File: src/rtl/m_multiply_adder_arbiter.sv
// rtl/m_multiply_adder_arbiter.sv - round-robin shared 3-stage multiply-adder (y = COEF*b + c)
module m_multiply_adder_arbiter #(
  parameter int N_REQ = 4,
  parameter int BW    = 16,
  parameter int CW    = 32,
  parameter int YW    = 32,
  parameter int COEF  = 3,
  parameter int IDW   = $clog2(N_REQ)
) (
  input  logic                  w_clock,
  input  logic                  w_reset,
  input  logic [N_REQ-1:0]      w_req,
  input  logic [N_REQ*BW-1:0]   w_b_flat,
  input  logic [N_REQ*CW-1:0]   w_c_flat,
  output logic [N_REQ-1:0]      w_gnt,
  output logic                  r_y_valid,
  output logic [IDW-1:0]        r_y_id,
  output logic [YW-1:0]         r_y,
  input  logic                  w_y_ready,
  output logic                  r_busy,
  output logic [31:0]           r_issue_count
);

  localparam logic [CW-1:0] COEF_W = CW'(COEF);
  localparam logic [IDW-1:0] LAST_ID = IDW'(N_REQ - 1);

  // Round-robin pointer: the requester searched first on the next arbitration.
  logic [IDW-1:0] r_ptr;

  // Stage 1: selected operands.
  logic           r_v1;
  logic [IDW-1:0] r_id1;
  logic [BW-1:0]  r_b1;
  logic [CW-1:0]  r_c1;

  // Stage 2: product and pass-through addend.
  logic           r_v2;
  logic [IDW-1:0] r_id2;
  logic [CW-1:0]  r_d;
  logic [CW-1:0]  r_e;

  logic           w_stall;
  logic           w_found;
  logic [IDW-1:0] w_gnt_id;
  logic [IDW-1:0] w_cand;
  logic [IDW-1:0] w_ptr_next;
  logic           w_issue;
  logic [BW-1:0]  w_b_sel;
  logic [CW-1:0]  w_c_sel;

  // The whole pipe freezes when a finished result cannot leave.
  assign w_stall = r_y_valid & ~w_y_ready;
  assign w_issue = |w_gnt;

  // Arbiter: first requester at or after r_ptr, wrapping; no grant while stalled.
  always_comb begin
    w_found  = 1'b0;
    w_gnt_id = '0;
    w_cand   = r_ptr;
    w_gnt    = '0;
    for (int k = 0; k < N_REQ; k++) begin
      if (!w_found && w_req[w_cand]) begin
        w_found  = 1'b1;
        w_gnt_id = w_cand;
      end
      w_cand = (w_cand == LAST_ID) ? '0 : w_cand + 1'b1;
    end
    if (w_found && !w_stall) begin
      w_gnt[w_gnt_id] = 1'b1;
    end
    w_ptr_next = (w_gnt_id == LAST_ID) ? '0 : w_gnt_id + 1'b1;
  end

  // Operand mux driven by the one-hot grant.
  always_comb begin
    w_b_sel = '0;
    w_c_sel = '0;
    for (int i = 0; i < N_REQ; i++) begin
      if (w_gnt[i]) begin
        w_b_sel = w_b_flat[i*BW +: BW];
        w_c_sel = w_c_flat[i*CW +: CW];
      end
    end
  end

  // Pointer advances past the winner; issue counter counts every grant.
  always_ff @(posedge w_clock or posedge w_reset) begin
    if (w_reset) begin
      r_ptr         <= '0;
      r_issue_count <= '0;
    end else if (w_issue) begin
      r_ptr         <= w_ptr_next;
      r_issue_count <= r_issue_count + 32'd1;
    end
  end

  // Stage 1: capture the granted operands (a bubble when nothing was granted).
  always_ff @(posedge w_clock or posedge w_reset) begin
    if (w_reset) begin
      r_v1  <= 1'b0;
      r_id1 <= '0;
      r_b1  <= '0;
      r_c1  <= '0;
    end else if (!w_stall) begin
      r_v1  <= w_issue;
      r_id1 <= w_gnt_id;
      r_b1  <= w_b_sel;
      r_c1  <= w_c_sel;
    end
  end

  // Stage 2: constant multiply, truncated to the product width.
  always_ff @(posedge w_clock or posedge w_reset) begin
    if (w_reset) begin
      r_v2  <= 1'b0;
      r_id2 <= '0;
      r_d   <= '0;
      r_e   <= '0;
    end else if (!w_stall) begin
      r_v2  <= r_v1;
      r_id2 <= r_id1;
      r_d   <= COEF_W * CW'(r_b1);
      r_e   <= r_c1;
    end
  end

  // Stage 3: final add into the result register, wrapping at the result width.
  always_ff @(posedge w_clock or posedge w_reset) begin
    if (w_reset) begin
      r_y_valid <= 1'b0;
      r_y_id    <= '0;
      r_y       <= '0;
    end else if (!w_stall) begin
      r_y_valid <= r_v2;
      r_y_id    <= r_id2;
      r_y       <= YW'({1'b0, r_d} + {1'b0, r_e});
    end
  end

  // Busy is registered from the next-state valids so it has no combinational input path.
  always_ff @(posedge w_clock or posedge w_reset) begin
    if (w_reset) begin
      r_busy <= 1'b0;
    end else if (!w_stall) begin
      r_busy <= w_issue | r_v1 | r_v2;
    end
  end

endmodule

File: config.mk
export PLATFORM = sky130hd
export DESIGN_NAME = m_multiply_adder_arbiter
export DESIGN_NICKNAME = d
export VERILOG_FILES = /design/src/rtl/m_multiply_adder_arbiter.sv
export SDC_FILE = /design/constraint.sdc
export NUM_CORES = 1
export LEC_CHECK = 0
export CAP_MARGIN = 40
export CORE_ASPECT_RATIO = 0.75
export CORE_MARGIN = 5
export CORE_UTILIZATION = 30
export CTS_BUF_LIST = sky130_fd_sc_hd__clkbuf_8 sky130_fd_sc_hd__clkbuf_16
export CTS_CLUSTER_DIAMETER = 60
export DETAILED_ROUTE_END_ITERATION = 8
export PLACE_DENSITY_LB_ADDON = 0.15
export SYNTH_ARGS = -nofsm -noshare
export SYNTH_HDL_FRONTEND = slang
export SYNTH_SLANG_ARGS = --single-unit
File: constraint.sdc
create_clock -name w_clock -period 12.3 [get_ports w_clock]
set_input_delay 2.46 -clock w_clock [delete_from_list [all_inputs] [get_ports w_clock]]
set_output_delay 2.46 -clock w_clock [all_outputs]
set_load 0.005 [all_outputs]
After elaboration in Yosys (flattened, before gate mapping)
Index checks and enable logic that the tools add are counted.
Widths: inputs -> output; s select.

cells by class
  add/subtract/negate cells = 6
  $mul = 1
  order comparisons = 6
  equality and inequality tests = 4
  muxes and demuxes = 31
  bitwise operators = 4
  reduce and logical (&&, ||, !) cells = 10

operators with widths
  operator               count
  $mux 32                4
  $mux 16                4
  $add 18x32->32         1
  $add 32x1->32 const B  1
  $mul 2x16->18 const A  1
  $mux 2                 8
  $lt 2x3->1 const B     5
  $mux 1                 9
  $add 2x1->2 const B    4
  $bmux 1 s2             4
  $eq 2x2->1 const B     4
  $logic_and 1x1->1      5
  $logic_not 1->1        4
  $mux 4                 1
  $reduce_or 4->1        1
  $demux 1 s2            1
  $ge 2x1->1 const B     1
  $or 1x1->1             2
  $and 1x1->1            1
  $not 1->1              1

storage, ports and cells
  bits in registers = 174
  bits of input ports = 199
  output and inout port bits = 72
  logic and storage cells = 76

Longest topological paths before layout
Gate-level depths: netlist of run 1.

  word-level depth = 21
  depth in mapped cells = 17
  depth with buffers taken out = 15

Worst setup path before layout of run 1
OpenSTA, ideal clock, no wires.

  path type = in2out
  start = input port w_req[3]
  end = output port w_gnt[1]
  arrival time = 4.715 ns
  required time = 9.840 ns
  path slack = 5.125 ns
  stages = 8
  buffers on the path = 3
  cells stage by stage = mux2_2 -> mux2_2 -> o41ai_1 -> ha_1 -> clkbuf_1 -> clkbuf_1 -> clkbuf_1 -> and2_1

on the way
  cells in the longest elaborated chain, start to end = 17
  elaborated cells between the ends (all ways) = 29
  classes of those cells = order compare (2); mux (19); reduce/logical (8)

RTL lines
  item                                                            RTL line  text
  start: declaration                                              12        input logic [N_REQ-1:0] w_req,
  $bmux 1 s2                                                      62        if (!w_found && w_req[w_cand]) begin
  $mux 1 (not written as such)                                    62
  $mux 1                                                          62
  $logic_not 1->1                                                 62
  $logic_and 1x1->1                                               62
  $mux 1                                                          62
  $logic_not 1->1                                                 62
  $logic_and 1x1->1                                               62
  $mux 1                                                          62
  $logic_not 1->1                                                 62
  $logic_and 1x1->1                                               62
  $mux 2                                                          62
  $lt 2x3->1 (not written as such) or $ge 2x1->1 (tied branches)  69        w_gnt[w_gnt_id] = 1'b1;
  $logic_and 1x1->1 (not written as such)                         69
  $mux 1 (not written as such)                                    69
  $demux 1 s2                                                     69
  $mux 4 (*)                                                      68        if (w_found && !w_stall) begin
  end: declaration                                                15        output logic [N_REQ-1:0] w_gnt,

Every way passes the cells marked *; elsewhere a longest branch is shown, timed or not. The select of a mux whose other input is x is not followed.

Worst setup path in the final report of run 1
  start = input port w_req[3]
  end = output port w_gnt[3]

on the way
  cells in the longest elaborated chain, start to end = 17
  elaborated cells between the ends (all ways) = 29
  classes of those cells = order compare (2); mux (19); reduce/logical (8)

RTL lines
  item                                                            RTL line  text
  $bmux 1 s2                                                      62
  $mux 1 (not written as such)                                    62
  $mux 1                                                          62
  $logic_not 1->1                                                 62
  $logic_and 1x1->1                                               62
  $mux 1                                                          62
  $logic_not 1->1                                                 62
  $logic_and 1x1->1                                               62
  (+2 left out)                                                   n/a
  $logic_and 1x1->1                                               62
  $mux 2 (*)                                                      62
  net w_gnt_id[1]                                                 44        logic [IDW-1:0] w_gnt_id;
  $lt 2x3->1 (not written as such) or $ge 2x1->1 (tied branches)  69
  $logic_and 1x1->1 (not written as such)                         69
  $mux 1 (not written as such)                                    69
  $demux 1 s2 (*)                                                 69
  $mux 4 (*)                                                      68

The timed path passes the listed nets; every way through them passes the cells marked *. The select of a mux whose other input is x is not followed.

==> run_summary.xml, run 1 <==
<?xml version="1.0" encoding="UTF-8"?>
<metrics>
  <group name="placement">
    <metric name="dpl.cell_count" unit="">1682</metric>
    <metric name="portBuffers" unit="">270</metric>
    <metric name="dpl-instance-area" unit="sq um">12800</metric>
    <metric name="globalplace.congestion" unit="">0.861</metric>
    <metric name="place_hpwl" unit="um">25800</metric>
  </group>
  <group name="global_route">
    <metric name="grt_remaining_overflow" unit="">0</metric>
    <metric name="grt_pass1_vias" unit="">8960</metric>
    <metric name="antenna_found_initial" unit="">3</metric>
    <metric name="maximum_number_of_pins_on_one_net_before_global_route_repair" unit="">76</metric>
    <metric name="grt.total_usage" unit="%">18.6</metric>
    <metric name="global_route_wire_length_before_repair" unit="um">52000</metric>
  </group>
  <group name="synth">
    <metric name="synth_simple_gate_area_share" unit="%">15.2</metric>
    <metric name="postSynth.asyncResetShare" unit="%">100</metric>
    <metric name="netlist_area" unit="sq um">9660</metric>
    <metric name="synth.top_cells.by_area" unit="">dfrtp_1 (45%), nand2_1 (7.3%), ha_1 (5.3%)</metric>
    <metric name="ys_seq_area_share" unit="%">45.1</metric>
    <metric name="flip_flop_and_latch_count_after_synthesis" unit="">174</metric>
    <metric name="synth_edf_count" unit="">0</metric>
    <metric name="synth_mux_area_share" unit="%">1.15</metric>
    <metric name="yosys_warnings" unit="">0</metric>
    <metric name="ys_top_cells_by_count" unit="">nand2_1 (188), dfrtp_1 (174), a21oi_1 (89)</metric>
    <metric name="synth_compound_area_share" unit="%">23.5</metric>
    <metric name="total_nets_after_synthesis" unit="">1296</metric>
    <metric name="yosys.area_share.xor_xnor" unit="%">5.71</metric>
    <metric name="netlist.top_cell.by_area" unit="">dfrtp_1</metric>
    <metric name="synthAdderAreaFrac" unit="%">5.72</metric>
    <metric name="syn_area_per_cell" unit="sq um">9.17</metric>
    <metric name="synth_top_family_by_area" unit="">compound AO/OA/AOI/OAI gates</metric>
    <metric name="synth_ff_type" unit="">dfrtp_1</metric>
    <metric name="netlist_instances" unit="">1054</metric>
    <metric name="yosys.cell_types.count" unit="">57</metric>
    <metric name="yosys.cell_count.top_type" unit="">nand2_1</metric>
    <metric name="synth_top_cell_area_share" unit="%">45.1</metric>
  </group>
  <group name="timing">
    <metric name="final-setup-viol-count" unit="">0</metric>
    <metric name="rsz0062_at_grt" unit="">no</metric>
    <metric name="min_period_over_period" unit="%">64.3</metric>
    <metric name="slew_headroom" unit="%">45.9</metric>
    <metric name="maxClockFrequency" unit="GHz">0.127</metric>
    <metric name="finalHoldViolCount" unit="">0</metric>
    <metric name="fin_setup_tns" unit="ns">0</metric>
    <metric name="final_period_minus_worst_setup_slack" unit="ns">7.90</metric>
    <metric name="fin_skew" unit="ns">0.0138</metric>
    <metric name="slew_viol_final" unit="">0</metric>
    <metric name="timing_worst_slew_pin_value" unit="ns">0.801</metric>
  </group>
  <group name="pwr">
    <metric name="totalPowerFinal" unit="mW">4.13</metric>
    <metric name="clk_pwr_share" unit="%">13.0</metric>
    <metric name="power_density" unit="nW/um^2">308</metric>
    <metric name="power.leakage" unit="nW">5.78</metric>
    <metric name="ir_drop" unit="mV">0.225</metric>
    <metric name="combinationalPowerShare" unit="%">62.1</metric>
    <metric name="cellInternalPower" unit="mW">2.23</metric>
    <metric name="p_seq_share" unit="%">24.9</metric>
    <metric name="netSwitchingPower" unit="mW">1.90</metric>
    <metric name="switching_share" unit="%">46.0</metric>
  </group>
  <group name="min_path">
    <metric name="hold_path.class" unit="">flip-flop to flip-flop</metric>
  </group>
  <group name="cells_and_area">
    <metric name="n_fill_cell" unit="">3164</metric>
    <metric name="synthToLayoutAreaGrowth" unit="%">38.7</metric>
    <metric name="finished_layout_cells" unit="">1714</metric>
    <metric name="final_area" unit="sq um">13400</metric>
    <metric name="final_layout_size_suffix_gt1_share" unit="%">5.13</metric>
    <metric name="num-nets-final" unit="">1537</metric>
  </group>
  <group name="cts">
    <metric name="tritoncts" unit="">yes</metric>
    <metric name="cts.repair.resized" unit="">0</metric>
    <metric name="postCtsSetupRepairBufs" unit="">0</metric>
    <metric name="numCtsBuffers" unit="">17</metric>
    <metric name="cts.clk_slew.worst_paths" unit="ns">0.06</metric>
    <metric name="cts_htree_levels" unit="">4</metric>
    <metric name="clock-root-buffer" unit="">clkbuf_16</metric>
    <metric name="clock_insertion_delay_at_the_later_pin_of_the_skew_report" unit="ns">0.44</metric>
    <metric name="clockBufferDepth" unit="">2</metric>
    <metric name="numClockSinks" unit="">174</metric>
    <metric name="ctsHoldBuffers" unit="">0</metric>
  </group>
  <group name="setup_path">
    <metric name="cp-start-kind" unit="">input pin</metric>
    <metric name="critPathRequiredTime" unit="ns">9.84</metric>
    <metric name="arrival_time_at_the_worst_endpoint" unit="ns">5.44</metric>
    <metric name="timing.critical_path.fanout_max" unit="">8</metric>
    <metric name="critical_path_class" unit="">input pin to output pin</metric>
    <metric name="critical_path.endpoint_type" unit="">output pin</metric>
  </group>
  <group name="routing">
    <metric name="finalWirelength" unit="um">33400</metric>
    <metric name="detail_route.wl_per_cell" unit="um">19.5</metric>
    <metric name="routed-via-count" unit="">8789</metric>
    <metric name="dr.first_iter.drc_count" unit="">633</metric>
    <metric name="drt.antenna.violating_nets" unit="">0</metric>
    <metric name="drtPass1Iterations" unit="">7</metric>
    <metric name="route.detailed.vias_per_inst" unit="">5.13</metric>
    <metric name="drc_errors" unit="">0</metric>
  </group>
  <group name="floorplan">
    <metric name="floorplan.rows" unit="">56</metric>
    <metric name="core_region_area" unit="sq um">31500</metric>
    <metric name="pin_count" unit="">271</metric>
    <metric name="chipHeight" unit="um">165</metric>
    <metric name="floorplan.die.width" unit="um">217</metric>
    <metric name="design.die.area" unit="sq um">35900</metric>
    <metric name="initial_core_util" unit="%">30.6</metric>
  </group>
  <group name="run_status">
    <metric name="run_status" unit="">completed</metric>
  </group>
  <group name="job">
    <metric name="number_of_max_capacitance_violations_reported" unit="">0</metric>
  </group>
</metrics>
## power by group through the flow
stage	logic [mW]	registers (mW)	clock network, mW
5_1_grt	2.87	1.06	0.573
3_3_place_gp	2.54	1.04	0
3_5_place_dp	2.58	1.04	0
6_report	2.57	1.03	0.537
4_1_cts	2.60	1.03	0.555
2_1_floorplan	1.74	0.975	0
## final timing paths
path / end / start / cells past startpoint / slack, ns
min in group asynchronous: r_y[2] / w_reset / 2 / 2.40
max in group asynchronous: r_c1[30] / w_reset / 6 / 8.47
setup / recovery: w_gnt[3] / w_req[3] / 8 / 4.40
setup reg to reg: r_issue_count[31] / r_ptr[0] / 13 / 6.69
hold reg to reg: r_v2 / r_v2 / 2 / 0.47
hold / removal: r_v2 / r_v2 / 2 / 0.47
## final cells by class
| class | count | area [sq um] | area share (%) |
|---|---|---|---|
| sequential | 174 | 4350 | 32.5 |
| multi-input combinational | 791 | 4990 | 37.2 |
| clock inverter | 14 | 145 | 1.08 |
| inverter | 26 | 103 | 0.766 |
| clock buffer | 17 | 425 | 3.17 |
| tap | 406 | 508 | 3.79 |
| antenna | 1 | 2.50 | 0.0187 |
| timing repair buffer | 285 | 2870 | 21.4 |
## flip-flops by register name, summed over array words and instances, names as in the netlist
name           cells
r_y               32
r_issue_count     32
r_id1              2
r_busy             1
r_v2               1
r_id2              2
r_v1               1
r_e               32
r_c1              32
r_y_valid          1
r_b1              16
r_ptr              2
r_d               18
r_y_id             2
## per-stage QoR
stage               hold WS, ns  setup WS, ns  util (%)
floorplan                 0.430          5.12         -
global placement          0.449          4.51      40.4
detailed placement        0.455          4.40      40.7
CTS                       0.470          4.40      42.5
global route              0.480          4.25      42.5
finish                    0.469          4.40      42.5
## routing by layer
metal,share of wire [%],global-route usage (%)
met2,46,29.5
met4,1.4,4.48
met3,6.8,6.27
met1,46,24.8
met5,0.093,0
## kinds of logic (layout without fill, tap and decap cells)
| kind of cell | count (synthesis) | after routing |
|---|---|---|
| adder cells (fa/ha/maj) | 43 | 43 |
| multiplexers | 8 | 8 |
| buffers and inverters | 89 | 342 |
| XOR/XNOR | 63 | 63 |
| other | 0 | 1 |
| AND/OR/NAND/NOR | 327 | 327 |
| AO/OA/AOI/OAI | 350 | 350 |
| flip-flops | 174 | 174 |
## worst max-delay path, stage by stage
cell and delay [ns]:
clkdlybuf4s50_1 0.53, mux2_2 0.37, mux2_2 0.30, o41ai_1 0.73, inv_1 0.15, ha_1 0.30, and2_1 0.16, clkdlybuf4s50_1 0.44
## cell usage in the layout, fill, tap and decap left out, types with 32 or more instances in the layout
master             n
a21oi_1           89
nor2_1            44
a22oi_1           50
ha_1              40
a22o_1            46
dfrtp_1          174
clkdlybuf4s50_1  270
nand2_1          188
o21ai_0           58
o22ai_1           49
xor2_1            32
Power figures use the tool's default switching activity.
==> inputs of run 2 (changes only) <==
- clock period: 12.3 -> 8 ns (I/O delays scaled with it)
==> run 2 against run 1 <==
Critical path type unchanged. Critical path depth unchanged. Largest power group unchanged. Register-to-register slack got worse by 4.1 ns. Design area increased by 0.10%. Via count is 0.52% lower. Power rose by 54%. Wire length shrank 1.9%. Non-clock buffer count fell by 1. Utilization about the same. Critical endpoint unchanged. Flip-flop and latch count unchanged. Final cell count about the same.
==> run_summary.xml, run 2 (synthesis gave the netlist of run 1 again) <==
<?xml version="1.0" encoding="UTF-8"?>
<metrics>
  <group name="setup_path">
    <metric name="crit-reg2reg-capture" unit="">r_issue_count[31]</metric>
    <metric name="critPathRequiredTime" unit="ns">6.40</metric>
    <metric name="arrival_time_at_the_worst_endpoint" unit="ns">4.52</metric>
    <metric name="rr_worst_depth" unit="">13</metric>
    <metric name="crit_end" unit="">w_gnt[3]</metric>
    <metric name="critical_path.endpoint_type" unit="">output pin</metric>
    <metric name="critical_path_class" unit="">input pin to output pin</metric>
    <metric name="cpPeakStageDelay" unit="ns">0.66</metric>
    <metric name="timing.critical_path.fanout_max" unit="">9</metric>
    <metric name="crit_slowest_cell" unit="">o41ai_1</metric>
    <metric name="cp-start-kind" unit="">input pin</metric>
    <metric name="origin_of_the_worst_setup_path" unit="">w_req[1]</metric>
    <metric name="r2r_start" unit="">r_ptr[0]</metric>
    <metric name="r2r_slack" unit="ns">2.64</metric>
    <metric name="worst_path_cell_trace" unit="">clkdlybuf4s50_1 -&gt; mux2_2 -&gt; mux2_2 -&gt; o41ai_1 -&gt; inv_1 -&gt; ha_1 -&gt; and2_1 -&gt; clkdlybuf4s50_1</metric>
  </group>
  <group name="cells_and_area">
    <metric name="n_fill_cell" unit="">3165</metric>
    <metric name="most-common-layout-cells" unit="">clkdlybuf4s50_1 (270), nand2_1 (188), dfrtp_1 (174)</metric>
    <metric name="multi_input_area" unit="sq um">4990</metric>
    <metric name="final_layout_size_suffix_gt1_share" unit="%">5.36</metric>
    <metric name="finished_layout_cells" unit="">1713</metric>
    <metric name="num-nets-final" unit="">1536</metric>
    <metric name="antenna_cells_inserted" unit="">0</metric>
    <metric name="final_common_cell" unit="">clkdlybuf4s50_1</metric>
    <metric name="synthToLayoutAreaGrowth" unit="%">38.9</metric>
    <metric name="register_cell_area_after_layout" unit="sq um">4350</metric>
  </group>
  <group name="routing">
    <metric name="top_layer_used" unit="">met5</metric>
    <metric name="drc_errors" unit="">0</metric>
    <metric name="wl_met2" unit="um">14900</metric>
    <metric name="detailroute.wirelength.met3" unit="um">2030</metric>
    <metric name="drt.antenna.violating_nets" unit="">0</metric>
    <metric name="dr.first_iter.drc_count" unit="">698</metric>
    <metric name="route.layer.met1.wl" unit="um">15400</metric>
    <metric name="finalWirelength" unit="um">32800</metric>
    <metric name="detail_route.wl_per_cell" unit="um">19.1</metric>
    <metric name="route.detailed.vias_per_inst" unit="">5.10</metric>
    <metric name="drtPass1Iterations" unit="">5</metric>
    <metric name="routed-via-count" unit="">8743</metric>
  </group>
  <group name="cts">
    <metric name="cts.clk_slew.worst_paths" unit="ns">0.07</metric>
    <metric name="clock-root-buffer" unit="">clkbuf_16</metric>
    <metric name="ctsHoldBuffers" unit="">0</metric>
    <metric name="numCtsBuffers" unit="">17</metric>
    <metric name="numClockSinks" unit="">174</metric>
    <metric name="clock_insertion_delay_at_the_later_pin_of_the_skew_report" unit="ns">0.44</metric>
    <metric name="clockBufferDepth" unit="">2</metric>
    <metric name="cts_htree_levels" unit="">4</metric>
    <metric name="tritoncts" unit="">yes</metric>
    <metric name="cts.repair.resized" unit="">0</metric>
    <metric name="postCtsSetupRepairBufs" unit="">0</metric>
  </group>
  <group name="floorplan">
    <metric name="chipHeight" unit="um">165</metric>
    <metric name="pin_count" unit="">271</metric>
    <metric name="floorplan.rows" unit="">56</metric>
    <metric name="floorplan.die.width" unit="um">217</metric>
    <metric name="core_region_area" unit="sq um">31500</metric>
    <metric name="design.die.area" unit="sq um">35900</metric>
    <metric name="initial_core_util" unit="%">30.6</metric>
  </group>
  <group name="timing">
    <metric name="timing_worst_slew_pin_value" unit="ns">0.835</metric>
    <metric name="maxClockFrequency" unit="GHz">0.163</metric>
    <metric name="slew_headroom" unit="%">44.3</metric>
    <metric name="fin_skew" unit="ns">0.0165</metric>
    <metric name="rsz0062_at_grt" unit="">no</metric>
    <metric name="final-setup-viol-count" unit="">0</metric>
    <metric name="fin_setup_tns" unit="ns">0</metric>
    <metric name="min_period_over_period" unit="%">76.5</metric>
    <metric name="finalHoldViolCount" unit="">0</metric>
    <metric name="final_period_minus_worst_setup_slack" unit="ns">6.12</metric>
    <metric name="hold_ws" unit="ns">0.470</metric>
    <metric name="slew_viol_final" unit="">0</metric>
  </group>
  <group name="global_route">
    <metric name="global_route_wire_length_before_repair" unit="um">50800</metric>
    <metric name="grt_remaining_overflow" unit="">0</metric>
    <metric name="antenna_found_initial" unit="">3</metric>
    <metric name="maximum_number_of_pins_on_one_net_before_global_route_repair" unit="">85</metric>
    <metric name="grt.total_usage" unit="%">18.2</metric>
    <metric name="grt_pass1_vias" unit="">8823</metric>
  </group>
  <group name="placement">
    <metric name="portBuffers" unit="">270</metric>
    <metric name="place_hpwl" unit="um">25500</metric>
    <metric name="globalplace.congestion" unit="">0.835</metric>
    <metric name="dpl.cell_count" unit="">1681</metric>
  </group>
  <group name="min_path">
    <metric name="hold_path.class" unit="">flip-flop to flip-flop</metric>
  </group>
  <group name="pwr">
    <metric name="ir_drop" unit="mV">0.395</metric>
    <metric name="totalPowerFinal" unit="mW">6.36</metric>
    <metric name="power.leakage" unit="nW">5.76</metric>
    <metric name="power_density" unit="nW/um^2">474</metric>
  </group>
  <group name="job">
    <metric name="number_of_max_capacitance_violations_reported" unit="">0</metric>
  </group>
  <group name="run_status">
    <metric name="run_status" unit="">completed</metric>
  </group>
</metrics>
run 2: changes by cell type in the layout (fill, tap and decap cells not counted), sizes merged:
cell,previous run,this run
buf,15,13
bufinv,2,1
diode,1,0
clkinv,2,4
clkinvlp,3,5
clkdlybuf4s18,0,1
inv,33,31
run 2: final cells by class:
type | count | area share, %
Multi-Input combinational cell | 791 | 37.2
Sequential cell | 174 | 32.5
Timing Repair Buffer | 284 | 21.3
Tap cell | 406 | 3.79
Clock buffer | 17 | 3.17
Clock inverter | 15 | 1.32
Inverter | 26 | 0.765
run 2: metrics by stage:
step           setup slack (ns)  util, %  area (sq um)
2_1_floorplan              1.68        -          9660
3_3_place_gp               1.82     40.4         12700
3_5_place_dp               1.70     40.6         12800
4_1_cts                    1.91     42.5         13400
5_1_grt                    1.73     42.5         13400
6_report                   1.88     42.5         13400
run 2: critical path: cells and delay by family:
kind,cells,cell delay [ns]
mux,2,0.66
buf+inv,3,1.14
simple gates,1,0.16
fa+ha+maj,1,0.30
compound gates,1,0.66
run 2: worst min-delay path by stage:
stage	start	depth (start not counted)	slack, ns	endpoint
after floorplan	r_v2	2	0.43	r_v2
after global placement	r_v2	2	0.44	r_v2
after detailed placement	r_v2	2	0.46	r_v2
after CTS	r_v2	2	0.47	r_v2
after global routing	r_e[6]	2	0.49	r_e[6]
final	r_y[0]	2	0.47	r_y[0]
run 2: power breakdown:
group	switching (mW)	total [mW]	internal, mW
sequential	0.297	1.58	1.28
clock	0.404	0.848	0.444
combinational	2.23	3.93	1.70
run 2: per-layer routing:
layer	vias up	track usage [%]
met5	-	0
met4	6	3.96
met3	35	5.50
met2	236	28.8
met1	4142	24.7
li1	4324	-
